## src/rtl/matrix_pkg.sv

```systemverilog
// Shared defaults, derived widths and FSM encoding for the matrix search block.
package matrix_pkg;

  localparam int DEF_MAX_VALUE       = 255;
  localparam int DEF_NUM_X           = 8;
  localparam int DEF_NUM_Y           = 8;
  localparam int DEF_MAX_OUTSTANDING = 4;

  localparam int DEF_NUM_WIDTH = $clog2(DEF_MAX_VALUE + 1);
  localparam int DEF_X_IDX     = $clog2(DEF_NUM_X);
  localparam int DEF_Y_IDX     = $clog2(DEF_NUM_Y);

  typedef enum logic [1:0] {
    ST_IDLE  = 2'd0,
    ST_ISSUE = 2'd1,
    ST_DRAIN = 2'd2,
    ST_DONE  = 2'd3
  } state_t;

endpackage

```

## src/rtl/matrix_raster_cnt.sv

```systemverilog
// Raster-order (x fastest, then y) scan position generator for the matrix search.
module matrix_raster_cnt
  import matrix_pkg::*;
#(
  parameter  int NUM_X = DEF_NUM_X,
  parameter  int NUM_Y = DEF_NUM_Y,
  localparam int X_IDX = $clog2(NUM_X),
  localparam int Y_IDX = $clog2(NUM_Y)
) (
  input  logic             clk_i,
  input  logic             rst_i,
  input  logic             clear,
  input  logic             advance,
  output logic [X_IDX-1:0] x,
  output logic [Y_IDX-1:0] y,
  output logic             last
);

  localparam logic [X_IDX-1:0] X_LAST = X_IDX'(NUM_X - 1);
  localparam logic [Y_IDX-1:0] Y_LAST = Y_IDX'(NUM_Y - 1);

  // Compare against the real end coordinates so non-power-of-two sizes stop correctly.
  assign last = (x == X_LAST) && (y == Y_LAST);

  // Scan position: cleared for a new search, stepped once per issued request,
  // parked on the final cell so it never runs past the end of the matrix.
  always_ff @(posedge clk_i) begin
    // NOTE: sequential state uses non-blocking assignments so every flop samples pre-edge values.
    if (rst_i || clear) begin
      x <= '0;
      y <= '0;
    end else if (advance && !last) begin
      if (x == X_LAST) begin
        x <= '0;
        y <= y + Y_IDX'(1);
      end else begin
        x <= x + X_IDX'(1);
      end
    end
  end

endmodule

```

## src/rtl/matrix_search.sv

```systemverilog
// Requester that raster-scans the matrix lookup port for the first cell equal to a target.
module matrix_search
  import matrix_pkg::*;
#(
  parameter  int MAX_VALUE       = DEF_MAX_VALUE,
  parameter  int NUM_X           = DEF_NUM_X,
  parameter  int NUM_Y           = DEF_NUM_Y,
  parameter  int MAX_OUTSTANDING = DEF_MAX_OUTSTANDING,
  localparam int NUM_WIDTH       = $clog2(MAX_VALUE + 1),
  localparam int X_IDX           = $clog2(NUM_X),
  localparam int Y_IDX           = $clog2(NUM_Y),
  localparam int OUT_W           = $clog2(MAX_OUTSTANDING + 1)
) (
  input  logic                 clk_i,
  input  logic                 rst_i,
  input  logic                 start_i,
  input  logic [NUM_WIDTH-1:0] target_i,
  output logic                 busy_o,
  output logic                 done_o,
  output logic                 found_o,
  output logic [X_IDX-1:0]     x_o,
  output logic [Y_IDX-1:0]     y_o,
  output logic                 protocol_err_o,
  output logic                 req_valid_o,
  output logic [X_IDX-1:0]     req_x_o,
  output logic [Y_IDX-1:0]     req_y_o,
  input  logic                 rsp_valid_i,
  input  logic [X_IDX-1:0]     rsp_x_i,
  input  logic [Y_IDX-1:0]     rsp_y_i,
  input  logic [NUM_WIDTH-1:0] rsp_value_i
);

  localparam logic [OUT_W-1:0] OUT_MAX = OUT_W'(MAX_OUTSTANDING);

  state_t               state_q, state_d;
  logic [NUM_WIDTH-1:0] target_q;
  logic [OUT_W-1:0]     out_q, out_d;
  logic                 found_q;
  logic [X_IDX-1:0]     x_q;
  logic [Y_IDX-1:0]     y_q;
  logic                 perr_q;

  logic                 accept;
  logic                 issue;
  logic                 rsp_ok;
  logic                 match;
  logic                 scan_last;
  logic [X_IDX-1:0]     scan_x;
  logic [Y_IDX-1:0]     scan_y;

  // A response with nothing in flight is a protocol error and must not touch the count.
  assign accept = (state_q == ST_IDLE) && start_i;
  assign issue  = (state_q == ST_ISSUE) && (out_q < OUT_MAX);
  assign rsp_ok = rsp_valid_i && (out_q != '0);
  assign match  = rsp_ok && (rsp_value_i == target_q) && !found_q;

  matrix_raster_cnt #(
    .NUM_X (NUM_X),
    .NUM_Y (NUM_Y)
  ) u_raster (
    .clk_i   (clk_i),
    .rst_i   (rst_i),
    .clear   (accept),
    .advance (issue),
    .x       (scan_x),
    .y       (scan_y),
    .last    (scan_last)
  );

  // Outstanding request count: +1 per issue, -1 per valid response, unchanged when both.
  always_comb begin
    // NOTE: every always_comb output gets a default first, so no path can infer a latch.
    out_d = out_q;
    if (issue && !rsp_ok) begin
      out_d = out_q + OUT_W'(1);
    end else if (!issue && rsp_ok) begin
      out_d = out_q - OUT_W'(1);
    end
  end

  // Next-state logic for IDLE -> ISSUE -> DRAIN -> DONE.
  always_comb begin
    state_d = state_q;
    unique case (state_q)
      ST_IDLE:  if (start_i) state_d = ST_ISSUE;
      ST_ISSUE: if ((issue && scan_last) || match) state_d = ST_DRAIN;
      ST_DRAIN: if (out_d == '0) state_d = ST_DONE;
      ST_DONE:  state_d = ST_IDLE;
      default:  state_d = ST_IDLE;
    endcase
  end

  // State, counters, latched target and result capture; reset aborts any search at once.
  always_ff @(posedge clk_i) begin
    if (rst_i) begin
      state_q  <= ST_IDLE;
      out_q    <= '0;
      target_q <= '0;
      found_q  <= 1'b0;
      x_q      <= '0;
      y_q      <= '0;
      perr_q   <= 1'b0;
    end else begin
      state_q <= state_d;
      out_q   <= out_d;
      if (accept) begin
        target_q <= target_i;
        found_q  <= 1'b0;
        x_q      <= '0;
        y_q      <= '0;
      end else if (match) begin
        found_q <= 1'b1;
        x_q     <= rsp_x_i;
        y_q     <= rsp_y_i;
      end
      if (rsp_valid_i && (out_q == '0)) begin
        perr_q <= 1'b1;
      end
    end
  end

  assign busy_o         = (state_q == ST_ISSUE) || (state_q == ST_DRAIN);
  assign done_o         = (state_q == ST_DONE);
  assign found_o        = found_q;
  assign x_o            = x_q;
  assign y_o            = y_q;
  assign protocol_err_o = perr_q;
  assign req_valid_o    = issue;
  assign req_x_o        = scan_x;
  assign req_y_o        = scan_y;

endmodule

```

## config.mk

```make
export PLATFORM = sky130hd
export DESIGN_NAME = matrix_search
export DESIGN_NICKNAME = d
export VERILOG_FILES = /design/src/rtl/matrix_pkg.sv /design/src/rtl/matrix_raster_cnt.sv /design/src/rtl/matrix_search.sv
export SDC_FILE = /design/constraint.sdc
export NUM_CORES = 1
export LEC_CHECK = 0
export CAP_MARGIN = 0
export CELL_PAD_IN_SITES_DETAIL_PLACEMENT = 0
export CELL_PAD_IN_SITES_GLOBAL_PLACEMENT = 1
export CORE_MARGIN = 2
export CORE_UTILIZATION = 37
export CTS_BUF_LIST = sky130_fd_sc_hd__clkbuf_8 sky130_fd_sc_hd__clkbuf_16
export DETAILED_ROUTE_END_ITERATION = 7
export PLACE_DENSITY_LB_ADDON = 0.1
export SYNTH_ARGS = -nofsm -noshare
export SYNTH_HDL_FRONTEND = slang
export SYNTH_SLANG_ARGS = --single-unit
```

## constraint.sdc

```tcl
create_clock -name clk_i -period 5.5 [get_ports clk_i]
set_input_delay 0.55 -clock clk_i [delete_from_list [all_inputs] [get_ports clk_i]]
set_output_delay 0.55 -clock clk_i [all_outputs]
set_load 0.01 [all_outputs]
```

## After elaboration in Yosys (flattened, before gate mapping)

Index checks and enable logic that the tools add are counted.

| word-level totals | value |
|---|---|
| bits in registers | 27 |
| input port bits | 26 |
| output and inout bits | 17 |
| word-level logic and storage cells | 55 |

| operators by class | value |
|---|---|
| $lt $le $gt $ge | 1 |
| equality and inequality tests | 9 |
| $add $sub $neg | 4 |
| reduce and logical (&&, ||, !) cells | 25 |
| multiplexer cells | 7 |

Operators with widths:

| operator | count |
|---|---|
| 1-bit logical AND | 11 |
| 3-bit by 1-bit adder with 3-bit output (second input constant) | 3 |
| 3-bit two-way mux | 3 |
| 8-bit equality test | 1 |
| 2-bit one-hot mux with 4 select lines | 1 |
| 3-bit equality test (second input constant) | 2 |
| 3-bit logical NOT | 2 |
| 2-bit two-way mux | 3 |
| 2-bit equality test (second input constant) | 2 |
| 1-bit logical NOT | 4 |
| 2-bit inequality test (second input constant) | 2 |
| 1-bit logical OR | 3 |
| 3-bit less-than comparator (second input constant) | 1 |
| 3-bit AND reduction | 1 |
| 3-bit nonzero test | 1 |
| 3-bit by 1-bit subtractor with 3-bit output (second input constant) | 1 |
| 2-bit by 1-bit equality test with 1-bit output (second input constant) | 1 |
| 2-bit logical NOT | 1 |
| 2-bit by 1-bit inequality test with 1-bit output (second input constant) | 1 |
| 2-bit AND reduction | 1 |
| 2-bit OR reduction | 1 |

## Logic depth before layout (Yosys ltp)

Gate-level depths: netlist (run 1).

| depth | value |
|---|---|
| depth after elaboration | 9 |
| gate-level depth with buffers | 9 |

## Hierarchy

From an unflattened synthesis (run 1), not the netlist that was laid out.

| second synthesis, totals | value |
|---|---|
| cells, all modules | 158 |
| area total of the unflattened synthesis | 1,467.7 um2 |

By module, submodules not included:

| module | area each (um2) | cells each | times used |
|---|---|---|---|
| matrix_search | 1,108.6 | 125 | 1 |
| matrix_raster_cnt | 359.1 | 33 | 1 |

## Least setup slack after synthesis (run 1)

Ideal clock, no wire load.

| path | value |
|---|---|
| kind | register to register |
| start | register state_q[1] |
| end | register state_q[0] |
| slack | 3.570 ns |
| arrival time | 1.845 ns |
| library setup time | 0.086 ns |
| period minus slack after synthesis | 1.930 ns |
| buffers on the path | 1 |
| stages on the path, launching flop included | 9 |
| path through | dfxtp_1 inv_1 ha_1 buf_2 and3_1 o31ai_1 o211ai_1 a221o_1 a211oi_1 |

| on the way | value |
|---|---|
| word-level cells in the longest chain between the ends | 9 |

RTL lines:

| item | line | source |
|---|---|---|
| from (decl) | matrix_search.sv:35 | `state_t state_q, state_d;` |
| from (signal assigned) | matrix_search.sv:104 | `state_q <= state_d;` |
| 2-bit by 1-bit equality test with 1-bit output | matrix_search.sv:53, matrix_search.sv:84 |  |
| 1-bit logical AND | matrix_search.sv:53 | `assign issue = (state_q == ST_ISSUE) && (out_q < OUT_MAX);` |
| 1-bit logical NOT | matrix_search.sv:76 | `end else if (!issue && rsp_ok) begin` |
| 1-bit logical AND | matrix_search.sv:76 |  |
| 3-bit two-way mux | matrix_search.sv:76 |  |
| 3-bit two-way mux | matrix_search.sv:74 | `if (issue && !rsp_ok) begin` |
| 3-bit logical NOT | matrix_search.sv:87 | `ST_DRAIN: if (out_d == '0) state_d = ST_DONE;` |
| 2-bit inequality test (no line) | n/a |  |
| 3-bit AND reduction (no line) | n/a |  |

Parallel ways exist; a longest one is shown, timed or not.
A chain may end at the register's enable or synchronous reset.

## Final worst setup path (run 1)

| path | value |
|---|---|
| start | register state_q[1] |
| end | output req_valid_o |

| on the way | value |
|---|---|
| word-level cells in the longest chain between the ends | 2 |

RTL lines:

| item | line | source |
|---|---|---|
| 2-bit by 1-bit equality test with 1-bit output | matrix_search.sv:53 |  |
| 1-bit logical AND | matrix_search.sv:53 |  |
| to (decl) | matrix_search.sv:24 | `output logic req_valid_o,` |

No other way between the ends.

==> results of run 1 <==
-- per-layer routing --
| metal | global-route usage | vias up | part of all wire |
|---|---|---|---|
| met5 | 0 | - | 0 |
| met1 | 0.193 | 589 | 0.48 |
| met3 | 0.0338 | 5 | 0.040 |
| li1 | - | 660 | - |
| met2 | 0.261 | 22 | 0.47 |
| met4 | 0.0561 | 0 | 0.015 |
-- path summary, 6_finish.rpt --
path / end / slack, ns / depth (start not counted)
setup / recovery: req_valid_o / 3.05 / 5
hold / removal: target_q[7] / 0.47 / 2
setup reg to reg: x_o[1] / 3.32 / 7
hold reg to reg: target_q[7] / 0.47 / 2
-- flip-flops by register name, indices dropped and copies added (netlist names) --
name,flops
out_q,3
state_q,2
target_q,8
x_o,3
protocol_err_o,1
u_raster.y,3
u_raster.x,3
y_o,3
found_o,1
-- per-stage QoR --
step                      area, um^2  worst slack (ns)
after floorplan                 1470              3.57
after global placement          1920              2.99
after detailed placement        1920              2.94
after CTS                       1970              3.04
after global routing            1970              2.89
final                           1970              3.05
-- power by group --
group / total, mW / internal, mW / switching, mW
Sequential: 0.257 / 0.227 / 0.0297
Clock: 0.119 / 0.0516 / 0.0671
Combinational: 0.366 / 0.174 / 0.193
-- critical path: stages, from the launching register on --
cell and delay, ns:
dfxtp_1 0.35, inv_1 0.11, ha_1 0.40, nand2b_4 0.12
inv_2 0.11, clkdlybuf4s50_1 0.54
-- cells by family after synthesis --
logic type                 after synthesis  synth area share
and+or+nand+nor                         66             0.242
AOI/OAI and AO/OA                       29             0.136
DFF                                     27             0.369
adders and majority gates               12             0.102
buffers and inverters                   11            0.0299
xor gates and xnor gates                10            0.0598
muxes                                    9            0.0615
-- cell usage in the layout, fill, tap and decap left out, types with 2 or more instances in the layout --
cell	Yosys	routed
nand2b_1	4	4
nor3b_1	2	2
a2111oi_0	2	2
xnor2_1	10	10
nor2_1	18	18
a21oi_1	13	13
nor2b_1	2	2
a22oi_1	2	2
nand2_1	16	16
ha_1	12	12
inv_1	4	4
nand3_1	11	11
and3_1	3	3
clkdlybuf4s50_1	0	42
clkbuf_8	0	3
dfxtp_1	27	27
mux2i_1	9	9
nor4bb_1	2	2
-- layout make-up --
| cell class | count | share of cell area |
|---|---|---|
| Clock buffer | 3 | 0.0210 |
| Tap cell | 48 | 0.0305 |
| Timing Repair Buffer | 42 | 0.213 |
| Inverter | 5 | 0.00953 |
| Sequential cell | 27 | 0.274 |
| Clock inverter | 1 | 0.00381 |
| Multi-Input combinational cell | 126 | 0.447 |
==> flow_summary_export.csv, run 1 <==
group,metric,value,unit
route,dr.pass1.iters,3,
sta,fmax,409,MHz
cts,cts_buffers,3,
cts,post_cts_buffers,0,
logic_synthesis,syn-num-nets,202,
cts,clk_pin_slew_worst_paths,0.09,ns
sta,tightest_slew,0.593,ns
setup_path,crit_arrival,1.90,ns
logic_synthesis,synth-edff-count,0,
sta,post-route-min-period,2.45,ns
cts,htree_num_levels,1,
die,fp.coreArea,3740,um^2
layout,nets,243,
global_route,grt_pass1_vias,1260,
cts,cts_buffer_depth,2,
setup_path,required,4.95,ns
sta,setup_viol_count_final,0,
sta,setup_tns,0,ns
global_route,track_usage,0.155,
global_route,grt_max_degree,17,
cts,clock_latency,0.28,ns
power,power_density,377,nW/um^2
logic_synthesis,synth_top_area_frac,0.369,
worst_hold_path,hp-start,"target_q[7]",
setup_path,cp-startpoint,"state_q[1]",
layout,syn2layout_area_growth,34.4,%
layout,instances_no_fill,252,
logic_synthesis,ys_top_cells_by_area,"dfxtp_1 37%, ha_1 10%, mux2i_1 6.1%",
route,ant_nets,0,
status,run_status,"complete, no violations",
cts,ctsResizeCount,0,
die,die_area,4480,um^2
route,wl_per_cell,12.6,um
setup_path,critical_path_class,"flop to primary output",
logic_synthesis,ys.flop_type,"dfxtp_1",
placement,place_inst,248,
logic_synthesis,async_flop_share,0,
logic_synthesis,yosysMostFrequentCell,"dfxtp_1",
global_route,overflow,0,
cts,cts_root_buffer,"clkbuf_8",
route,viasPerCell,5.06,
die,die-height,66.9,um
cts,cts_tree,"yes",
power,leakage,0.724,nW
layout,ff_latch_area,541,um^2
logic_synthesis,yosysTopAreaCell,"dfxtp_1",
placement,hpwl,2.42,mm
die,io_pins,43,
die,die_x,66.9,um
logic_synthesis,syn_avg_cell_area,8.93,um^2
route,wl,3.18,mm
sta,period_share,0.445,
logic_synthesis,yosysUniqueCellTypes,40,
layout,drive_gt1_frac,0.0441,
logic_synthesis,ys_top_cells_by_count,"27 x dfxtp_1, 18 x nor2_1, 16 x nand2_1",
die,start_util,0.391,
power,power.total,0.742,mW
sta,hold-worst-slack,0.471,ns
sta,skew,0.00634,ns
logic_synthesis,ys_ff_latch,27,
setup_path,worstPathMaxFanout,10,
setup_path,worstReg2RegStart,"out_q[0]",
layout,utilization,0.526,
route,post-route-drc-count,0,
placement,port_buffers,42,
logic_synthesis,syn_inst,164,
sta,finalMaxSlewViolations,0,
logic_synthesis,yosysSeqAreaShare,0.369,
logic_synthesis,ys_warn_count,0,
global_route,antenna_found_initial,0,
cts,cts_sinks,27,
sta,rsz0062_at_grt,"false",
route,first_iter_violations,71,
cts,postCtsHoldBufs,0,
route,num_vias,1276,
worst_hold_path,min_path_type,"flop to flop",
setup_path,start_kind,"flop",
layout,antennaDiodeCount,0,
global_route,grt_pass1_wl,5.38,mm
sta,max_slew_margin,0.603,
layout,multi_input_area,881,um^2
setup_path,endpoint_kind,"primary output",
sta,finalHoldViolCount,0,
die,fp-row-count,22,
logic_synthesis,synth_area,1470,um^2
power,peakVddDrop,118,uV
job,cap_violations,0,
layout,n_fill_cell,370,
placement,gp_congestion,0.786,
Power figures use the tool's default switching activity.
==> run 2: changes to the inputs <==
- CORE_UTILIZATION: 37 -> 31
- clock period: 5.5 -> 2.1 ns (I/O delays scaled with it)
==> flow_summary_export.csv, run 2 (synthesis gave the netlist of run 1 again) <==
group,metric,value,unit
setup_path,endpoint_kind,"flop",
route,wl,3.68,mm
sta,setup_tns,0,ns
layout,regMostFlops,"target_q",
route,dr.pass1.iters,4,
layout,design_area,2090,um^2
cts,postCtsHoldBufs,0,
layout,antennaDiodeCount,0,
setup_path,cp-startpoint,"state_q[1]",
worst_hold_path,hp-start,"target_q[3]",
sta,post-route-min-period,2.01,ns
setup_path,cp_num_buf_inv,1,
layout,layout_common_cells,"42 x clkdlybuf4s50_1, 27 x dfxtp_1, 18 x nor2_1, 16 x nand2_1, 13 x a21oi_1",
setup_path,worstPathMaxFanout,7,
global_route,track_usage,0.144,
layout,n_fill_cell,448,
route,ant_nets,0,
route,first_iter_violations,88,
placement,port_buffers,42,
die,start_util,0.316,
sta,setup_viol_count_final,0,
setup_path,start_kind,"flop",
setup_path,path_cells,"inv_1 -> ha_4 -> and3_1 -> o31ai_2 -> o211ai_1 -> a221o_1 -> a211oi_1",
setup_path,crit_arrival,2.20,ns
sta,hold-worst-slack,0.471,ns
worst_hold_path,hold_path_depth,2,
global_route,grt_max_degree,16,
layout,utilization,0.452,
route,wl_per_cell,13.6,um
power,peakVddDrop,492,uV
die,die_x,72.8,um
route,num_vias,1351,
job,cap_violations,0,
global_route,antenna_found_initial,0,
die,fp-row-count,25,
cts,cts_sinks,27,
layout,drive_gt1_frac,0.116,
placement,gp_congestion,0.738,
power,leakage,0.789,nW
layout,syn2layout_area_growth,42.7,%
cts,cts_buffer_depth,2,
cts,cts_root_buffer,"clkbuf_8",
setup_path,r2r_cells,7,
cts,clk_pin_slew_worst_paths,0.09,ns
layout,ff_latch_area,541,um^2
route,post-route-drc-count,0,
sta,max_slew_margin,0.629,
cts,cts_tree,"yes",
sta,finalMaxSlewViolations,0,
setup_path,slowest_stage,"dfxtp_1",
setup_path,worstReg2RegStart,"state_q[1]",
setup_path,critical_path_class,"flop to flop",
setup_path,cpPeakStageDelay,0.40,ns
die,fp.coreArea,4630,um^2
worst_hold_path,min_path_type,"flop to flop",
sta,skew,0.0105,ns
sta,finalHoldViolCount,0,
sta,period_share,0.955,
cts,cts_buffers,3,
global_route,grt_pass1_wl,5.95,mm
placement,placedInstanceArea,2020,um^2
die,io_pins,43,
setup_path,worst-path-stages,7,
status,run_status,"complete, no violations",
sta,tightest_slew,0.557,ns
layout,largest_reg_flops,8,
layout,multi_input_area,907,um^2
cts,clock_latency,0.28,ns
global_route,overflow,0,
setup_path,required,2.29,ns
layout,nets,255,
sta,rsz0062_at_grt,"false",
layout,layout_commonest_cell,"clkdlybuf4s50_1",
setup_path,crit_family,"compound AO/OA/AOI/OAI gates",
power,power_density,1010,nW/um^2
die,die-height,72.8,um
die,die_area,5290,um^2
sta,fmax,498,MHz
placement,hpwl,2.91,mm
global_route,grt_pass1_vias,1302,
cts,htree_num_levels,1,
route,viasPerCell,5.00,
-- run 2: report_power, final --
part | internal, mW | switching, mW | total, mW
combinational | 0.562 | 0.579 | 1.14
clock | 0.133 | 0.166 | 0.299
sequential | 0.594 | 0.0715 | 0.666
total | 1.29 | 0.817 | 2.11
-- run 2: worst min-delay path, delay by kind of cell (launching register included) --
family          cells  cell delay [ns]
simple gates        1             0.05
flops               1             0.32
compound gates      1             0.05
-- run 2: what timing repair did --
| action | in CTS | in global routing |
|---|---|---|
| setup endpoints to repair | 1 | 3 |
| setup buffers | 0 | 0 |
| resized for setup | 1 | 4 |
-- run 2: layout make-up --
cell class,instances,share of cell area
tap,54,0.0323
sequential,27,0.259
multi-input combinational,126,0.434
inverter,5,0.00898
clock inverter,1,0.00239
clock buffer,3,0.0197
timing repair buffer,54,0.244
-- run 2: final timing paths --
check	slack, ns	end
worst max-delay path	0.09	state_q[0]
worst min-delay path	0.47	target_q[3]
worst max register to register	0.09	state_q[0]
worst min register to register	0.47	target_q[3]
-- run 2: metrics by stage --
stage | cells | setup WS (ns) | total power, mW
floorplan | 164 | 0.170 | 1.36
CTS | 270 | 0.0425 | 2.09
detailed placement | 266 | -0.0750 | 1.78
finish | 270 | 0.0938 | 2.11
global route | 270 | 0.00233 | 2.26
global placement | 266 | 0.0242 | 1.74
-- run 2: metal layers --
metal	part of all wire	vias up	track usage	routed length (um)
met1	0.43	626	0.178	1590
met5	0	-	0	0
met3	0.062	2	0.0373	228
li1	-	684	-	-
met2	0.50	39	0.248	1830
met4	0.0068	0	0.0370	25
==> run 3: changes to the inputs <==
- CELL_PAD_IN_SITES_DETAIL_PLACEMENT: 0 -> 1
- SKIP_LAST_GASP: default -> 1
- SYNTH_HIERARCHICAL: default -> 1
==> flow_summary_export.csv, run 3 <==
group,metric,value,unit
layout,drive_gt1_frac,0.153,
route,viasPerCell,4.90,
layout,syn2layout_area_growth,40.3,%
layout,design_area,2060,um^2
die,die_x,72.8,um
status,run_status,"complete, no violations",
sta,post-route-min-period,2.01,ns
sta,finalMaxSlewViolations,0,
power,p_int,1.23,mW
global_route,grt_pass1_wl,6.32,mm
setup_path,slowest_stage,"a2111o_1",
power,power_density,960,nW/um^2
logic_synthesis,synth_top_area_frac,0.368,
logic_synthesis,yosysUniqueCellTypes,44,
power,power_frac_comb,0.506,
setup_path,worstPathMaxFanout,6,
power,peakVddDrop,371,uV
job,cap_violations,0,
worst_hold_path,min_path_type,"flop to flop",
logic_synthesis,ys_ff_latch,27,
sta,hold-worst-slack,0.474,ns
cts,postCtsHoldBufs,0,
logic_synthesis,synth_area,1470,um^2
global_route,track_usage,0.155,
power,p_switching,0.745,mW
die,start_util,0.317,
die,die_area,5300,um^2
layout,instances_no_fill,263,
setup_path,endpoint_kind,"flop",
sta,fmax,497,MHz
route,post-route-drc-count,0,
route,ant_nets,0,
route,num_vias,1289,
cts,clock_latency,0.28,ns
logic_synthesis,ys_top_cells_by_area,"dfxtp_1 37%, ha_1 10%, nand2_1 5.6%",
global_route,antenna_found_initial,0,
cts,htree_num_levels,1,
power,pwr-share-seq,0.342,
logic_synthesis,syn-num-nets,196,
logic_synthesis,ys_warn_count,6,
setup_path,path_cells,"inv_2 -> ha_2 -> buf_4 -> a2111o_1 -> nor4_4 -> o22ai_2 -> a21o_1 -> a211oi_2",
layout,layout_commonest_cell,"clkdlybuf4s50_1",
layout,nets,248,
global_route,grt_max_degree,21,
layout,largest_reg_flops,8,
die,die-height,72.8,um
placement,dp_slack,0.0678,ns
sta,max_slew_margin,0.732,
placement,placedInstanceArea,2010,um^2
sta,finalWorstSetupSlack,0.0874,ns
cts,cts_tree,"yes",
logic_synthesis,syn_avg_cell_area,9.29,um^2
cts,post_cts_buffers,0,
layout,antennaDiodeCount,0,
setup_path,cpPeakStageDelay,0.41,ns
logic_synthesis,ys_top_cells_by_count,"27 x dfxtp_1, 22 x nand2_1, 12 x ha_1",
sta,period_share,0.958,
global_route,overflow,0,
sta,finalHoldViolCount,0,
cts,cts_buffer_depth,2,
cts,cts_sinks,27,
setup_path,required,2.31,ns
route,wl_per_cell,14.3,um
logic_synthesis,syn_inst,158,
logic_synthesis,yosysTopAreaCell,"dfxtp_1",
cts,clk_pin_slew_worst_paths,0.10,ns
layout,n_fill_cell,535,
setup_path,critical_path_class,"flop to flop",
logic_synthesis,ys.flop_type,"dfxtp_1",
sta,skew,0.00577,ns
layout,layout_common_cells,"42 x clkdlybuf4s50_1, 26 x dfxtp_1, 22 x nand2_1, 11 x nor2_1, 10 x ha_1",
placement,port_buffers,42,
cts,cts_buffers,3,
die,fp-row-count,25,
route,wl,3.76,mm
power,p_clk_frac,0.152,
global_route,grt_pass1_vias,1322,
sta,tightest_slew,0.396,ns
cts,cts_root_buffer,"clkbuf_8",
layout,utilization,0.445,
layout,regMostFlops,"target_q",
route,first_iter_violations,49,
logic_synthesis,async_flop_share,0,
sta,rsz0062_at_grt,"true",
setup_path,start_kind,"flop",
cts,ctsResizeCount,0,
setup_path,crit_arrival,2.22,ns
logic_synthesis,synth-edff-count,0,
die,io_pins,43,
route,dr.pass1.iters,4,
placement,place_inst,259,
die,fp.coreArea,4630,um^2
logic_synthesis,yosysMostFrequentCell,"dfxtp_1",
power,leakage,0.784,nW
sta,setup_viol_count_final,0,
power,switching_share,0.377,
placement,hpwl,2.97,mm
logic_synthesis,yosysSeqAreaShare,0.368,
placement,gp_congestion,0.861,
[run 3: metal layers]
layer  up-vias  share of wire  GRT usage
li1        649              -          -
met2        27           0.49      0.255
met5         -              0          0
met1       607           0.46      0.197
met4         0          0.015     0.0576
met3         6          0.040     0.0373
[run 3: critical path: cells and delay by family, from the launching register on]
family / cells / cell delay (ns)
adders and majority gates: 1 / 0.18
and+or+nand+nor: 1 / 0.21
AOI/OAI and AO/OA: 4 / 0.95
buffers and inverters: 2 / 0.22
DFF: 1 / 0.38
[run 3: power by group through the flow]
stage          Sequential [mW]  Clock, mW  Combinational (mW)
4_1_cts                  0.671      0.316                1.01
3_3_place_gp             0.677          0               0.960
6_report                 0.675      0.301                1.00
2_1_floorplan            0.674          0               0.658
3_5_place_dp             0.683          0                1.01
5_1_grt                  0.689      0.345                1.11
[run 3: kinds of logic (layout without fill, tap and decap cells)]
group / Yosys count / after routing / share of synthesized area
AND/OR/NAND/NOR: 58 / 58 / 0.218
multiplexers: 11 / 11 / 0.0784
XOR/XNOR: 9 / 9 / 0.0537
buffers and inverters: 15 / 66 / 0.0452
AO/OA/AOI/OAI: 25 / 25 / 0.127
flip-flops: 27 / 27 / 0.368
adder cells (fa/ha/maj): 13 / 13 / 0.109
[run 3: final timing paths]
kind                                   from     endpoint  slack, ns  cells past startpoint
worst max register to register     out_q[1]   state_q[0]       0.09                      8
worst min-delay path            target_q[3]  target_q[3]       0.47                      2
worst min register to register  target_q[3]  target_q[3]       0.47                      2
worst max-delay path               out_q[1]   state_q[0]       0.09                      8
[run 3: per-stage QoR]
step	total power [mW]	TNS (ns)
2_1_floorplan	1.33	0
3_3_place_gp	1.64	0
3_5_place_dp	1.69	0
4_1_cts	2.00	0
5_1_grt	2.15	-0.0304
6_report	1.98	0
[run 3: layout make-up]
cell class,instances,area (um^2),share of cell area
multi-input cells,116,866,0.420
flip-flops and latches,27,544,0.264
repair buffers,52,499,0.242
well taps,54,67.6,0.0328
clock buffers,3,41.3,0.0200
inverters,10,37.5,0.0182
clock inverters,1,3.75,0.00182
